## src/rtl/mmu_map_sequencer.sv

```systemverilog
// mmu_map_sequencer
// Purpose: block engine for the MMU map RAM. It copies one 8-entry block
// ({key, idx}) to another block, or fills a block with a constant byte. It
// uses only the RAM cycles that the CPU side leaves free.
// Ports:
//   CLKX4, RESET           clock (rising edge), asynchronous active-high reset
//   REG_SEL, REG_WR        register select and one-cycle write strobe
//   REG_DATA_in/out        register write data / combinational read data
//                          (0 CTRL, 1 SRC key, 2 DST key, 3 FILL byte)
//   RAM_FREE               CPU side is not using the MMU RAM this cycle
//   MMU_ADDR               {key[4:0], idx[2:0]}; zero when the engine does not own the RAM
//   MMU_nRD, MMU_nWR       active-low RAM strobes
//   MMU_DATA_in/out, _oe   RAM read data, write data and write-data enable
//   OWN, BUSY, DONE        engine drives RAM this cycle / job active / sticky completion

module mmu_map_sequencer (
   input  logic       CLKX4,
   input  logic       RESET,
   input  logic [1:0] REG_SEL,
   input  logic       REG_WR,
   input  logic [7:0] REG_DATA_in,
   output logic [7:0] REG_DATA_out,
   input  logic       RAM_FREE,
   output logic [7:0] MMU_ADDR,
   output logic       MMU_nRD,
   output logic       MMU_nWR,
   input  logic [7:0] MMU_DATA_in,
   output logic [7:0] MMU_DATA_out,
   output logic       MMU_DATA_oe,
   output logic       OWN,
   output logic       BUSY,
   output logic       DONE
);

   localparam logic [1:0] S_IDLE = 2'd0;
   localparam logic [1:0] S_RD   = 2'd1;
   localparam logic [1:0] S_WR   = 2'd2;
   localparam logic [1:0] S_FIN  = 2'd3;

   localparam logic [1:0] SEL_CTRL = 2'd0;
   localparam logic [1:0] SEL_SRC  = 2'd1;
   localparam logic [1:0] SEL_DST  = 2'd2;
   localparam logic [1:0] SEL_FILL = 2'd3;

   logic [1:0] r_state;
   logic [2:0] r_idx;
   logic [4:0] r_src;
   logic [4:0] r_dst;
   logic [7:0] r_fill;
   logic [7:0] r_buf;
   logic       r_mode;
   logic       r_done;

   logic w_idle;
   logic w_ctrl_wr;
   logic w_abort;
   logic w_start;
   logic w_clear;
   logic w_access;
   logic w_go;
   logic w_rd_go;
   logic w_wr_go;

   assign w_idle    = (r_state == S_IDLE);
   assign w_ctrl_wr = REG_WR && (REG_SEL == SEL_CTRL);
   assign w_abort   = w_ctrl_wr && REG_DATA_in[6];
   // START only counts from IDLE, and ABORT in the same write cancels it.
   assign w_start   = w_ctrl_wr && REG_DATA_in[0] && !REG_DATA_in[6] && w_idle;
   assign w_clear   = w_ctrl_wr && REG_DATA_in[7];

   // RAM_FREE and ABORT only gate the access. The address and data come from registers.
   // An ABORT write removes the strobes in the same cycle that it is seen.
   assign w_access = (r_state == S_RD) || (r_state == S_WR);
   assign w_go     = w_access && RAM_FREE && !w_abort;
   assign w_rd_go  = w_go && (r_state == S_RD);
   assign w_wr_go  = w_go && (r_state == S_WR);

   assign OWN          = w_go;
   assign MMU_nRD      = !w_rd_go;
   assign MMU_nWR      = !w_wr_go;
   assign MMU_DATA_oe  = w_wr_go;
   assign MMU_ADDR     = w_rd_go ? {r_src, r_idx} :
                         w_wr_go ? {r_dst, r_idx} : 8'h00;
   assign MMU_DATA_out = w_wr_go ? (r_mode ? r_fill : r_buf) : 8'h00;
   assign BUSY         = !w_idle;
   assign DONE         = r_done;

   always_comb begin
      // NOTE: assign a default before the case so that every path drives the output; without it a latch is inferred.
      REG_DATA_out = 8'h00;
      case (REG_SEL)
         SEL_CTRL: REG_DATA_out = {r_done, BUSY, 5'b00000, r_mode};
         SEL_SRC:  REG_DATA_out = {3'b000, r_src};
         SEL_DST:  REG_DATA_out = {3'b000, r_dst};
         SEL_FILL: REG_DATA_out = r_fill;
         default:  REG_DATA_out = 8'h00;
      endcase
   end

   // Job sequencer
   always_ff @(posedge CLKX4 or posedge RESET) begin
      if (RESET) begin
         // NOTE: sequential state uses non-blocking assignments so that every register samples values from before the edge.
         r_state <= S_IDLE;
         r_idx   <= 3'd0;
         r_mode  <= 1'b0;
         r_buf   <= 8'h00;
      end else if (w_abort) begin
         r_state <= S_IDLE;
      end else begin
         case (r_state)
            S_IDLE: begin
               if (w_start) begin
                  r_idx   <= 3'd0;
                  r_mode  <= REG_DATA_in[1];
                  r_state <= REG_DATA_in[1] ? S_WR : S_RD;
               end
            end
            S_RD: begin
               if (RAM_FREE) begin
                  r_buf   <= MMU_DATA_in;
                  r_state <= S_WR;
               end
            end
            S_WR: begin
               if (RAM_FREE) begin
                  // idx stops at 7 and does not wrap; the job ends through FIN.
                  if (r_idx == 3'd7) begin
                     r_state <= S_FIN;
                  end else begin
                     r_idx   <= r_idx + 3'd1;
                     r_state <= r_mode ? S_WR : S_RD;
                  end
               end
            end
            default: r_state <= S_IDLE;   // FIN always lasts exactly one cycle
         endcase
      end
   end

   // Configuration registers. They are frozen while a job runs.
   always_ff @(posedge CLKX4 or posedge RESET) begin
      if (RESET) begin
         r_src  <= 5'd0;
         r_dst  <= 5'd0;
         r_fill <= 8'h00;
      end else if (REG_WR && w_idle) begin
         case (REG_SEL)
            SEL_SRC:  r_src  <= REG_DATA_in[4:0];
            SEL_DST:  r_dst  <= REG_DATA_in[4:0];
            SEL_FILL: r_fill <= REG_DATA_in;
            default:  ;
         endcase
      end
   end

   // Sticky DONE. Completion has priority over CLEAR_DONE in the FIN cycle.
   // An abort leaves DONE unchanged.
   always_ff @(posedge CLKX4 or posedge RESET) begin
      if (RESET) begin
         r_done <= 1'b0;
      end else if ((r_state == S_FIN) && !w_abort) begin
         r_done <= 1'b1;
      end else if (w_start || w_clear) begin
         r_done <= 1'b0;
      end
   end

endmodule
```

## config.mk

```make
export PLATFORM = sky130hd
export DESIGN_NAME = mmu_map_sequencer
export DESIGN_NICKNAME = d
export VERILOG_FILES = /design/src/rtl/mmu_map_sequencer.sv
export SDC_FILE = /design/constraint.sdc
export NUM_CORES = 1
export LEC_CHECK = 0
export ABC_CLOCK_PERIOD_IN_PS = 2600
export BUFFER_PORTS_ARGS = -buffer_cell sky130_fd_sc_hd__buf_2
export CORE_MARGIN = 1
export CORE_UTILIZATION = 52
export DETAILED_ROUTE_END_ITERATION = 8
export PLACE_DENSITY = 0.79
export SLEW_MARGIN = 15
export SYNTH_ARGS = -nofsm -noshare
export SYNTH_HDL_FRONTEND = slang
export SYNTH_SLANG_ARGS = --single-unit
export TNS_END_PERCENT = 10
```

## constraint.sdc

```tcl
create_clock -name CLKX4 -period 2.6 [get_ports CLKX4]
set_clock_uncertainty 0.2 [all_clocks]
set_input_delay 0.39 -clock CLKX4 [delete_from_list [all_inputs] [get_ports CLKX4]]
set_output_delay 0.39 -clock CLKX4 [all_outputs]
set_load 0.1 [all_outputs]
```

==> impl_metrics.yaml, run 1 <==
status:
  outcome: "finished clean"
timing:
  finalCriticalPeriod_ps: 2530
  worstMarginPinSlew_ps: 607
  relSlewSlack_pct: 59.5
  holdWs_ps: 132
  max_freq_mhz: 395
  tns_ps: 0
  hold_violations: 0
  finalSetupViolCount: 0
  slew_violations: 0
  final.setup.worst_slack_ps: 65.3
  rsz0062_at_grt: "true"
  timing.final.crit_share_pct: 97.5
global_route:
  met2_usage_pct: 46.2
  grt_pass1_wl_um: 7860
  grt_busiest_layer: "met2"
  grt_overflow_total: 0
  grt_max_degree: 34
  grt_antenna_before_repair: 0
  track_usage_pct: 27.0
  grtUsageMet3_pct: 8.03
  met1_usage_pct: 31.2
  grt_pass1_vias: 1649
floorplanning:
  die_height_um: 62.8
  die_w_um: 62.8
  core_um2: 3440
  pin_count: 52
  die-area_um2: 3940
  rows: 21
  start_util_pct: 55.8
finish:
  final_cell_mix: "33 x dfrtp_1, 31 x buf_2, 30 x mux2_2, 20 x buf_12, 16 x nand2_1"
  final_core_util_pct: 80.0
  drive_gt1_share_pct: 51.7
  nets: 266
  insertedDiodeCount: 0
  syn_to_final_growth_pct: 43.4
  mostFrequentLayoutCell: "dfrtp_1"
setup_path:
  end_kind: "output port"
  arrival_ps: 1940
  crit_type: "register to output port"
  cp-start-kind: "register"
  critPathRequiredTime_ps: 2010
  reg2reg_depth: 5
  cp_max_fo: 10
worst_hold_path:
  min_path_cells: 2
  hold_class: "input port to register"
pwr:
  power.density_nw_per_um2: 1270
  leakagePower_uw: 0.00122
  peakVddDrop_uv: 741
synthesis:
  synth_edf_count: 0
  synth_nets: 211
  avgSynthCellArea_um2: 10.5
  syn_area_um2: 1920
  synth-async-reset-ratio_pct: 100
  syn_inst: 183
  synth_top_flop_cell: "dfrtp_1"
  ys_seq_area_share_pct: 43.0
  yosysWarningCount: 0
  ys_ff_latch: 33
  synth_cell_types: 34
routing:
  drt_iter0_markers: 77
  drc: 0
  ant_nets: 0
  wire_per_inst_um: 16.5
  vias_per_cell: 5.66
  vias: 1608
  drt-pass1-iter-count: 4
  wirelength_um: 4690
clock_network:
  insertion_delay_ps: 280
  cts_buffers: 5
  clock_path_buffers: 2
  clkTransAtPathRegs_ps: 60
  cts_max_level: 2
  cts_tree: "yes"
  cts_num_sinks: 33
  root_buffer: "clkbuf_8"
  cts_setup_buffers: 0
placed_design:
  gp_congestion: 0.852
  dp_slack_ps: 236
  dpl.hpwl_um: 3540
  io_buffers: 51
run:
  cap_violations: 0
cell usage after synthesis (all sizes together) (2+ instances only):
master / n / share of area [%]
o21ai: 5 / 1.5
nand4b: 3 / 1.4
nor3: 2 / 0.52
ha: 6 / 3.9
nor2: 23 / 4.5
inv: 10 / 2.0
buf: 4 / 1.5
nor2b: 3 / 0.98
nand3: 5 / 2.1
nand4: 2 / 0.65
a22o: 4 / 1.8
dfrtp: 33 / 43
nand2: 17 / 3.3
mux2: 31 / 18
mux2i: 12 / 6.3
clkbuf: 5 / 0.98
a21oi: 6 / 1.6
area by class of cell:
cell class,count,area [um^2]
Fill cell,194,688
Clock buffer,7,86.3
Inverter,10,45.0
Sequential cell,33,826
Timing Repair Buffer,57,603
Tap cell,46,57.6
Multi-Input combinational cell,131,1140
critical path: stages (launching register included):
cell        delay [ps]
dfrtp_1            410
inv_2               80
ha_4               250
nand3_4            180
clkinvlp_4         210
nand2_8            200
clkinvlp_4         140
buf_12             170
metrics by stage:
stage | power [uW] | area (um^2) | instances
after floorplan | 2580 | 2050 | 183
after global placement | 3020 | 2640 | 276
after detailed placement | 3080 | 2640 | 276
after CTS | 3510 | 2750 | 284
after global routing | 3680 | 2750 | 284
final | 3490 | 2750 | 284
path summary, 6_finish.rpt:
path | from | endpoint | slack [ps]
hold reg to reg | r_buf[0]$_DFFE_PP0P_ | r_buf[0]$_DFFE_PP0P_ | 300
hold / removal | MMU_DATA_in[6] | r_buf[6]$_DFFE_PP0P_ | 130
setup / recovery | r_state[0]$_DFFE_PP0P_ | MMU_DATA_oe | 70
setup reg to reg | r_state[1]$_DFFE_PP0P_ | r_buf[3]$_DFFE_PP0P_ | 630
min in group asynchronous | RESET | r_buf[0]$_DFFE_PP0P_ | 530
max in group asynchronous | RESET | r_fill[3]$_DFFE_PP0P_ | 1380
logic make-up (layout without fill, tap and decap cells):
kind of cell,Yosys count,after routing,share of synthesized area [%]
flip-flops,33,33,43.0
AO/OA/AOI/OAI,19,19,6.58
AND/OR/NAND/NOR,62,62,16.3
adder cells (fa/ha/maj),6,6,3.91
multiplexers,44,44,25.8
buffers and inverters,19,74,4.43
power breakdown:
part,switching [uW],leakage [uW],internal (uW),total [uW]
Clock,172,0.0000443,210,382
Sequential,221,0.000402,763,984
Combinational,1390,0.000770,736,2130
Total,1790,0.00122,1710,3490
flip-flops by register name (all words and copies together), names as in the netlist:
register / flops
r_buf: 8
r_src: 5
r_dst: 5
DONE: 1
r_idx: 3
r_mode: 1
r_state: 2
r_fill: 8
layer usage:
metal,share of wire (%),routed length [um]
met5,0,0
met1,40,1900
met3,5.5,260
met2,52,2460
met4,1.6,77
repair_timing:
item / CTS / global route
endpoints found under the hold margin: 33 / 0
setup endpoints to repair: 15 / 11
pin swaps: 0 / 1
resized for setup: 2 / 2
hold buffers: 1 / 0
Note: power is estimated with default switching activity, not from simulation.
==> run 2, diff against run 1 <==
--- a/config.mk
+++ b/config.mk
@@ -11,6 +11,7 @@
 export CORE_UTILIZATION = 52
 export DETAILED_ROUTE_END_ITERATION = 8
 export PLACE_DENSITY = 0.79
+export REMOVE_ABC_BUFFERS = 1
 export SLEW_MARGIN = 15
 export SYNTH_ARGS = -nofsm -noshare
 export SYNTH_HDL_FRONTEND = slang
==> run 2 against run 1 <==
- fmax rose by 3.0%
- routed wire length shrank 2.2%
- sequential cell count stayed put
- clock-buffer cell count stayed put
- cell area decreased by 2.7%
- die area unchanged
- largest power group unchanged
==> impl_metrics.yaml, run 2 (synthesized netlist as in run 1, its figures left out) <==
pwr:
  power_uw: 3420
  power.density_nw_per_um2: 1280
  internal_power_uw: 1710
  leakagePower_uw: 0.00125
  peakVddDrop_uv: 750
  pwr-share-seq_pct: 28.0
  clkPwrFrac_pct: 12.6
  p_sw_uw: 1710
  p_comb_share_pct: 59.4
  switching_share_pct: 49.9
run:
  cap_violations: 0
routing:
  drt-pass1-iter-count: 4
  wirelength_um: 4590
  vias_per_cell: 5.51
  met3WireLength_um: 241
  drt_iter0_markers: 114
  drc: 0
  vias: 1599
  wire_per_inst_um: 15.8
  ant_nets: 0
  dr.max_layer_used: "met4"
  wl_met2_um: 2230
  wl_met1_um: 2030
setup_path:
  cp_max_fo: 14
  crit_type: "register to output port"
  cp-start-kind: "register"
  critPathRequiredTime_ps: 2010
  arrival_ps: 1870
  reg2reg_slack_ps: 460
  end_kind: "output port"
status:
  outcome: "finished clean"
clock_network:
  clkTransAtPathRegs_ps: 70
  cts_tree: "yes"
  clock_path_buffers: 2
  insertion_delay_ps: 280
  root_buffer: "clkbuf_8"
  cts_max_level: 2
  cts_buffers: 5
  cts_num_sinks: 33
floorplanning:
  die-area_um2: 3940
  core_um2: 3440
  start_util_pct: 55.8
  rows: 21
  die_w_um: 62.8
  die_height_um: 62.8
  pin_count: 52
finish:
  insertedDiodeCount: 0
  drive_gt1_share_pct: 48.0
  final_cell_mix: "33 x dfrtp_1, 32 x buf_2, 30 x mux2_2, 19 x buf_12, 17 x nand2_1"
  syn_to_final_growth_pct: 39.5
  mostFrequentLayoutCell: "dfrtp_1"
  top_regs: "r_buf (8), r_fill (8)"
  nets: 271
timing:
  max_freq_mhz: 406
  worstMarginPinSlew_ps: 496
  relSlewSlack_pct: 66.9
  slew_violations: 0
  timing.final.crit_share_pct: 94.6
  hold_violations: 0
  finalSetupViolCount: 0
  rsz0062_at_grt: "false"
  tns_ps: 0
  finalCriticalPeriod_ps: 2460
placed_design:
  io_buffers: 51
  dpl.hpwl_um: 3310
  gp_congestion: 0.902
global_route:
  grt_antenna_before_repair: 0
  grt_pass1_wl_um: 7640
  grt_max_degree: 34
  track_usage_pct: 25.7
  grt_overflow_total: 0
  grt_pass1_vias: 1577
worst_hold_path:
  hold_class: "input port to register"
==> run 2: worst paths after layout <==
path                                        start                     to  cells after the start
max in group asynchronous                   RESET   r_idx[2]$_DFFE_PP0P_                      4
min reg2reg                  r_buf[6]$_DFFE_PP0P_   r_buf[6]$_DFFE_PP0P_                      1
max reg2reg                r_state[0]$_DFFE_PP0P_  r_fill[2]$_DFFE_PP0P_                      4
max                        r_state[0]$_DFFE_PP0P_            MMU_ADDR[1]                      5
min                                MMU_DATA_in[5]   r_buf[5]$_DFFE_PP0P_                      2
min in group asynchronous                   RESET  r_fill[5]$_DFFE_PP0P_                      4
==> run 2: repair_timing <==
item,CTS,global route
endpoints found under the hold margin,33,0
setup buffers,0,2
setup endpoints to repair,2,8
resized for setup,1,9
hold buffers,1,0
cloned,0,0
==> run 2: routing by layer <==
| metal | GRT usage (%) | vias to the layer above |
|---|---|---|
| li1 | - | 751 |
| met1 | 33.8 | 785 |
| met2 | 40.4 | 56 |
| met3 | 6.20 | 7 |
| met4 | 11.0 | 0 |
| met5 | 0 | - |
==> run 2: stage by stage <==
stage               setup slack, ps  util, %  hold slack (ps)  area [um^2]  std cells
finish                          140     77.9              131         2680        290
global route                   16.0     77.9              122         2680        290
CTS                            51.8     76.8              125         2650        288
detailed placement              305     73.5              295         2530        279
global placement                295     73.5              288         2530        279
floorplan                     -1980        -              272         1870        174
==> run 2: critical path: stages (launching register included) <==
cell and delay [ps]:
dfrtp_1 410, inv_1 100, ha_2 350, nor2_1 160
nor3_1 340, buf_12 220
==> run 2: power groups by stage <==
stage,Clock (uW),Combinational [uW],Sequential [uW]
after floorplan,0,1450,969
after global placement,0,1950,944
after detailed placement,0,1980,962
after CTS,438,1990,954
after global routing,457,2140,991
final,430,2030,959
==> run 2: area by class of cell <==
type / count / area (um^2)
repair buffers: 62 / 626
clock buffers: 7 / 96.3
inverters: 10 / 37.5
multi-input cells: 131 / 1030
fillers: 235 / 762
clock inverters: 1 / 5.00
well taps: 46 / 57.6
flip-flops and latches: 33 / 826
